File: config.mk
export PLATFORM = sky130hd
export DESIGN_NAME = imm_extend_pipe
export DESIGN_NICKNAME = d
export VERILOG_FILES = /design/src/rtl/ext_pkg.sv /design/src/rtl/ext_core.sv /design/src/rtl/imm_extend_pipe.sv
export SDC_FILE = /design/constraint.sdc
export NUM_CORES = 1
export LEC_CHECK = 0
export ABC_AREA = 0
export BUFFER_PORTS_ARGS = -buffer_cell sky130_fd_sc_hd__buf_2
export CAP_MARGIN = 20
export CORE_AREA = 3 3 111 87
export DETAILED_ROUTE_END_ITERATION = 8
export DIE_AREA = 0 0 114 90
export HOLD_SLACK_MARGIN = 0.02
export MAX_ROUTING_LAYER = met4
export PLACE_DENSITY = 0.58
export SLEW_MARGIN = 20
export SYNTH_ARGS = -nofsm -noshare
export SYNTH_HDL_FRONTEND = slang
export SYNTH_SLANG_ARGS = --single-unit
File: constraint.sdc
create_clock -name Clk -period 1.9 [get_ports Clk]
set_input_delay 0.475 -clock Clk [delete_from_list [all_inputs] [get_ports Clk]]
set_output_delay 0.475 -clock Clk [all_outputs]
set_load 0.05 [all_outputs]
File: src/rtl/ext_pkg.sv
// Shared immediate-extension mode constants and the occupancy encoding used by
// the registered extension stage.
package ext_pkg;

    localparam logic [1:0] EXT_ZERO   = 2'b00;
    localparam logic [1:0] EXT_SIGN   = 2'b01;
    localparam logic [1:0] EXT_UPPER  = 2'b10;
    localparam logic [1:0] EXT_BRANCH = 2'b11;

    typedef enum logic [1:0] {
        OCC_EMPTY = 2'd0,
        OCC_ONE   = 2'd1,
        OCC_FULL  = 2'd2
    } occ_e;

endpackage

File: src/rtl/ext_core.sv
// Combinational immediate extender: ZERO, SIGN, UPPER (LUI) and BRANCH (sext<<2).
// Usable standalone by the decoder as well as inside the registered stage.
module ext_core
    import ext_pkg::*;
#(
    parameter int IN_W  = 16,
    parameter int OUT_W = 32
) (
    input  logic [IN_W-1:0]  imm_i,
    input  logic [1:0]       mode_i,
    output logic [OUT_W-1:0] ext_o
);

    localparam int S = OUT_W - IN_W;

    logic [OUT_W-1:0] sext;

    assign sext[IN_W-1:0] = imm_i;

    genvar gi;
    generate
        for (gi = IN_W; gi < OUT_W; gi++) begin : g_sign
            assign sext[gi] = imm_i[IN_W-1];
        end
    endgenerate

    always_comb begin
        ext_o = '0;
        case (mode_i)
            EXT_ZERO:   ext_o = {{S{1'b0}}, imm_i};
            EXT_SIGN:   ext_o = sext;
            EXT_UPPER:  ext_o = {imm_i, {S{1'b0}}};
            // Top two bits of the sign-extended value fall off the end.
            EXT_BRANCH: ext_o = {sext[OUT_W-3:0], 2'b00};
            default:    ext_o = '0;
        endcase
    end

endmodule

File: src/rtl/imm_extend_pipe.sv
// Registered immediate-extension stage with a two-entry skid buffer, tag sideband
// and flush. Extension happens before storage so entries hold the final operand.
module imm_extend_pipe
    import ext_pkg::*;
#(
    parameter int IN_W  = 16,
    parameter int OUT_W = 32,
    parameter int TAG_W = 5
) (
    input  logic             Clk,
    input  logic             Rst,
    input  logic             Flush,
    input  logic             InValid,
    output logic             InReady,
    input  logic [IN_W-1:0]  InImm,
    input  logic [1:0]       InMode,
    input  logic [TAG_W-1:0] InTag,
    output logic             OutValid,
    input  logic             OutReady,
    output logic [OUT_W-1:0] OutImm,
    output logic [TAG_W-1:0] OutTag
);

    generate
        if (IN_W < 2 || OUT_W < IN_W + 2) begin : g_bad_params
            $error("imm_extend_pipe: need IN_W >= 2 and OUT_W >= IN_W + 2");
        end
    endgenerate

    occ_e             state_q, state_d;
    logic             in_ready_q, in_ready_d;
    logic             out_valid_q, out_valid_d;
    logic [OUT_W-1:0] main_imm_q, main_imm_d;
    logic [TAG_W-1:0] main_tag_q, main_tag_d;
    logic [OUT_W-1:0] skid_imm_q, skid_imm_d;
    logic [TAG_W-1:0] skid_tag_q, skid_tag_d;

    logic [OUT_W-1:0] ext_val;
    logic             in_xfer;
    logic             out_xfer;

    ext_core #(
        .IN_W  (IN_W),
        .OUT_W (OUT_W)
    ) u_ext_core (
        .imm_i  (InImm),
        .mode_i (InMode),
        .ext_o  (ext_val)
    );

    assign in_xfer  = InValid & in_ready_q;
    assign out_xfer = out_valid_q & OutReady;

    always_comb begin
        state_d    = state_q;
        main_imm_d = main_imm_q;
        main_tag_d = main_tag_q;
        skid_imm_d = skid_imm_q;
        skid_tag_d = skid_tag_q;

        // Flush drops everything buffered; any simultaneous input is ignored.
        if (Flush) begin
            state_d = OCC_EMPTY;
        end else begin
            case (state_q)
                OCC_EMPTY: begin
                    if (in_xfer) begin
                        main_imm_d = ext_val;
                        main_tag_d = InTag;
                        state_d    = OCC_ONE;
                    end
                end
                OCC_ONE: begin
                    if (in_xfer && out_xfer) begin
                        main_imm_d = ext_val;
                        main_tag_d = InTag;
                    end else if (in_xfer) begin
                        skid_imm_d = ext_val;
                        skid_tag_d = InTag;
                        state_d    = OCC_FULL;
                    end else if (out_xfer) begin
                        state_d = OCC_EMPTY;
                    end
                end
                OCC_FULL: begin
                    if (out_xfer) begin
                        main_imm_d = skid_imm_q;
                        main_tag_d = skid_tag_q;
                        state_d    = OCC_ONE;
                    end
                end
                default: state_d = OCC_EMPTY;
            endcase
        end

        in_ready_d  = (state_d != OCC_FULL);
        out_valid_d = (state_d != OCC_EMPTY);
    end

    always_ff @(posedge Clk) begin
        if (!Rst) begin
            state_q     <= OCC_EMPTY;
            in_ready_q  <= 1'b1;
            out_valid_q <= 1'b0;
            main_imm_q  <= '0;
            main_tag_q  <= '0;
            skid_imm_q  <= '0;
            skid_tag_q  <= '0;
        end else begin
            state_q     <= state_d;
            in_ready_q  <= in_ready_d;
            out_valid_q <= out_valid_d;
            main_imm_q  <= main_imm_d;
            main_tag_q  <= main_tag_d;
            skid_imm_q  <= skid_imm_d;
            skid_tag_q  <= skid_tag_d;
        end
    end

    assign InReady  = in_ready_q;
    assign OutValid = out_valid_q;
    assign OutImm   = main_imm_q;
    assign OutTag   = main_tag_q;

endmodule
==> reports/metrics.csv <==
stage,metric,value,unit
floorplanning,die extent in y,90,µm
synth,Avg Synthesized Cell Area,8.64,µm²
worst_setup_path,Critical Path RT,2100,ps
pwr,maximum vdd drop,0.000402,V
worst_setup_path,crit-path max cell delay,410,ps
layout,Reg area,1560,µm²
global_routing,pin count of the biggest net entering global routing,38,
synth,sequential-to-total area share from yosys stat,0.455,
detailed_routing,Vias/cell,5.54,
layout,Ant. Diodes,0,
timing,minimum clock period,1790,ps
synth,Synth area leader,dfxtp_1,
pwr,post-layout power,0.00384,W
cts,number of H-tree levels,3,
cts,CTS root buf,clkbuf_16,
layout,fraction of layout cells with a size suffix above 1,0.251,
detailed_routing,vias post-DR,3181,
global_routing,number of global-route vias before repair,3091,
worst_setup_path,Setup crit end kind,flop,
floorplanning,die area,10300,µm²
detailed_routing,Detail Route Antenna Nets,0,
worst_setup_path,crit path kind,reg2reg,
pwr,PwrDens,897,nW/µm²
worst_setup_path,critical path startpoint category,flop,
floorplanning,Initial Util,0.404,
detailed_routing,DRC Markers,0,
floorplanning,Top Ports,67,
floorplanning,Die Width,114,µm
timing,clock skew,3.69,ps
timing,Achievable Freq,560,MHz
layout,post-layout instance area,4280,µm²
worst_setup_path,CP Data Arrival Time,1990,ps
synth,Unique masters post-synth,34,
floorplanning,Core Region,8490,µm²
detailed_routing,Total Wirelength,9720,µm
pwr,static leakage,1.63,nW
placement,IO buf count,66,
run_status,status,"finished, final reports clean",
timing,Max Slew Vio Count,0,
timing,hold violation count in the final report,0,
detailed_routing,WL/cell,16.9,µm
global_routing,first-pass GRT wire length,16200,µm
floorplanning,Rows,29,
cts,Num CTS Buffers,9,
layout,fill count,843,
cts,Bufs on Longest Clock Path,2,
timing,setup violators final,0,
synth,synthesized area,3430,µm²
worst_setup_path,CP Max Fanout,17,
placement,sum of net half-perimeters after detailed placement,6630,µm
synth,"Net Count, Synth",425,
placement,placed cell areas,3980,µm²
timing,fin worst setup slack,113,ps
placement,Setup WS pre-CTS,-252,ps
synth,synth top area cells,"dfxtp_1 (46%), a211oi_1 (6.6%), a21oi_1 (6.0%), a2111oi_0 (5.9%), nand2_1 (5.1%)",
layout,area grow syn2layout,24.7,%
timing,"Period Utilization, post-route",0.941,
layout,final core utilization,0.504,
worst_setup_path,CP cell instances,"nand2b_1, o22a_4, buf_4, a2111oi_1, a211oi_1",
timing,max_slew headroom,0.390,
layout,Final #Nets,490,
synth,number of synthesis warnings,0,
cts,latest clock arrival within the worst-skew pair,330,ps
detailed_routing,Pre-Repair DR Iteration Count,4,
synth,gate count after technology mapping,397,
global_routing,grt ovf,0,
cts,clock sink count,78,
synth,"FF+latch count, synth",78,
layout,"commonest cells after routing, fill and taps aside","dfxtp_1 (77), buf_2 (66), nand2_1 (47), a21oi_1 (41), nor2_1 (33)",
cts,clk slew on worst S/H paths,60,ps
global_routing,initial antenna violation count,0,
worst_setup_path,Worst path slowest cell,a2111oi_1,
detailed_routing,initial DRC count,187,
worst_setup_path,R2R setup slack,110,ps
timing,RSZ-0062 raised after global routing,yes,
synth,Synth top area share,0.455,
job,MaxCap Viol Count,0,
global_routing,global-route usage over all layers,0.201,
layout,"leading cell type in the layout, fill and taps excluded",dfxtp_1,
layout,area of the multi-input gates,1710,µm²
placement,Routability Congestion,0.768,
timing,Least-Margin Pin Slew,914,ps
worst_hold_path,HP Class,in2reg,
timing,post-route setup TNS,0,ps
cts,CTS tree,built,
-- routing by layer --
| layer | share of wire | track usage | vias up |
|---|---|---|---|
| li1 | - | - | 1588 |
| met1 | 0.48 | 0.271 | 1491 |
| met2 | 0.45 | 0.296 | 90 |
| met4 | 0.014 | 0.0663 | 0 |
| met3 | 0.054 | 0.0470 | 12 |
| met5 | 0 | - | - |
-- synthesized netlist by cell type --
cell type / instances
dfxtp_1: 78
nand2_1: 47
a21oi_1: 41
nor2_1: 34
a211oi_1: 30
o21ai_0: 29
a2111oi_0: 23
a31o_1: 19
clkbuf_1: 19
nor2b_1: 18
buf_2: 16
a22o_1: 14
inv_1: 3
a31o_2: 2
and2_1: 2
mux2i_1: 2
nand2b_1: 2
or2_1: 2
a21bo_2: 1
a21boi_1: 1
a31oi_1: 1
and2_0: 1
buf_1: 1
buf_4: 1
buf_6: 1
clkinv_1: 1
nand3b_4: 1
nor3_4: 1
nor3b_1: 1
o21a_1: 1
o22a_4: 1
o22ai_1: 1
or3_1: 1
or3b_2: 1
-- path summary, 6_finish.rpt --
path / from / to / cells after the start
setup reg to reg: state_q[0] / OutImm[16] / 5
setup / recovery: state_q[0] / OutImm[16] / 5
hold reg to reg: skid_tag_q[1] / skid_tag_q[1] / 2
hold / removal: InTag[3] / skid_tag_q[3] / 3
-- per-stage QoR --
stage,std cells,hold WS [ps]
2_1_floorplan,397,432
3_3_place_gp,559,437
3_5_place_dp,559,448
4_1_cts,574,383
5_1_grt,574,385
6_report,574,390
-- what timing repair did --
item | 4_1_cts | 5_1_grt
gates resized for setup | 2 | 9
setup buffers | 0 | 0
hold buffers | 0 | 0
endpoints found under the setup margin | 15 | 11
-- power by group --
group	leakage, nW	switching (W)	internal (W)
combinational	0.860	0.000376	0.000170
clock	0.133	0.000620	0.000947
sequential	0.633	0.0000303	0.00169
-- state kept, by name (all words and copies together) (netlist names) --
signal      cells
skid_tag_q      5
OutImm         32
OutTag          5
skid_imm_q     32
InReady         1
OutValid        1
state_q         2
-- cell families after synthesis --
logic type / after synthesis / synth area share
AO/OA/AOI/OAI: 164 / 0.332
buffers and inverters: 42 / 0.0551
AND/OR/NAND/NOR: 111 / 0.151
multiplexers: 2 / 0.00584
flip-flops: 78 / 0.455
-- critical path: cells and delay by family, from the launching register on --
kind                   cells  cell delay, ps
AND/OR/NAND/NOR            1             230
buffers and inverters      1             210
flip-flops                 1             360
AO/OA/AOI/OAI              3             840
-- area by class of cell --
class                   instances  area share
well taps                     108      0.0316
clock buffers                  14      0.0617
inverters                       4     0.00351
flip-flops and latches         78       0.365
multi-input cells             277       0.399
repair buffers                 92       0.138
clock inverters                 1     0.00117
(Power assumes the default switching activity.)
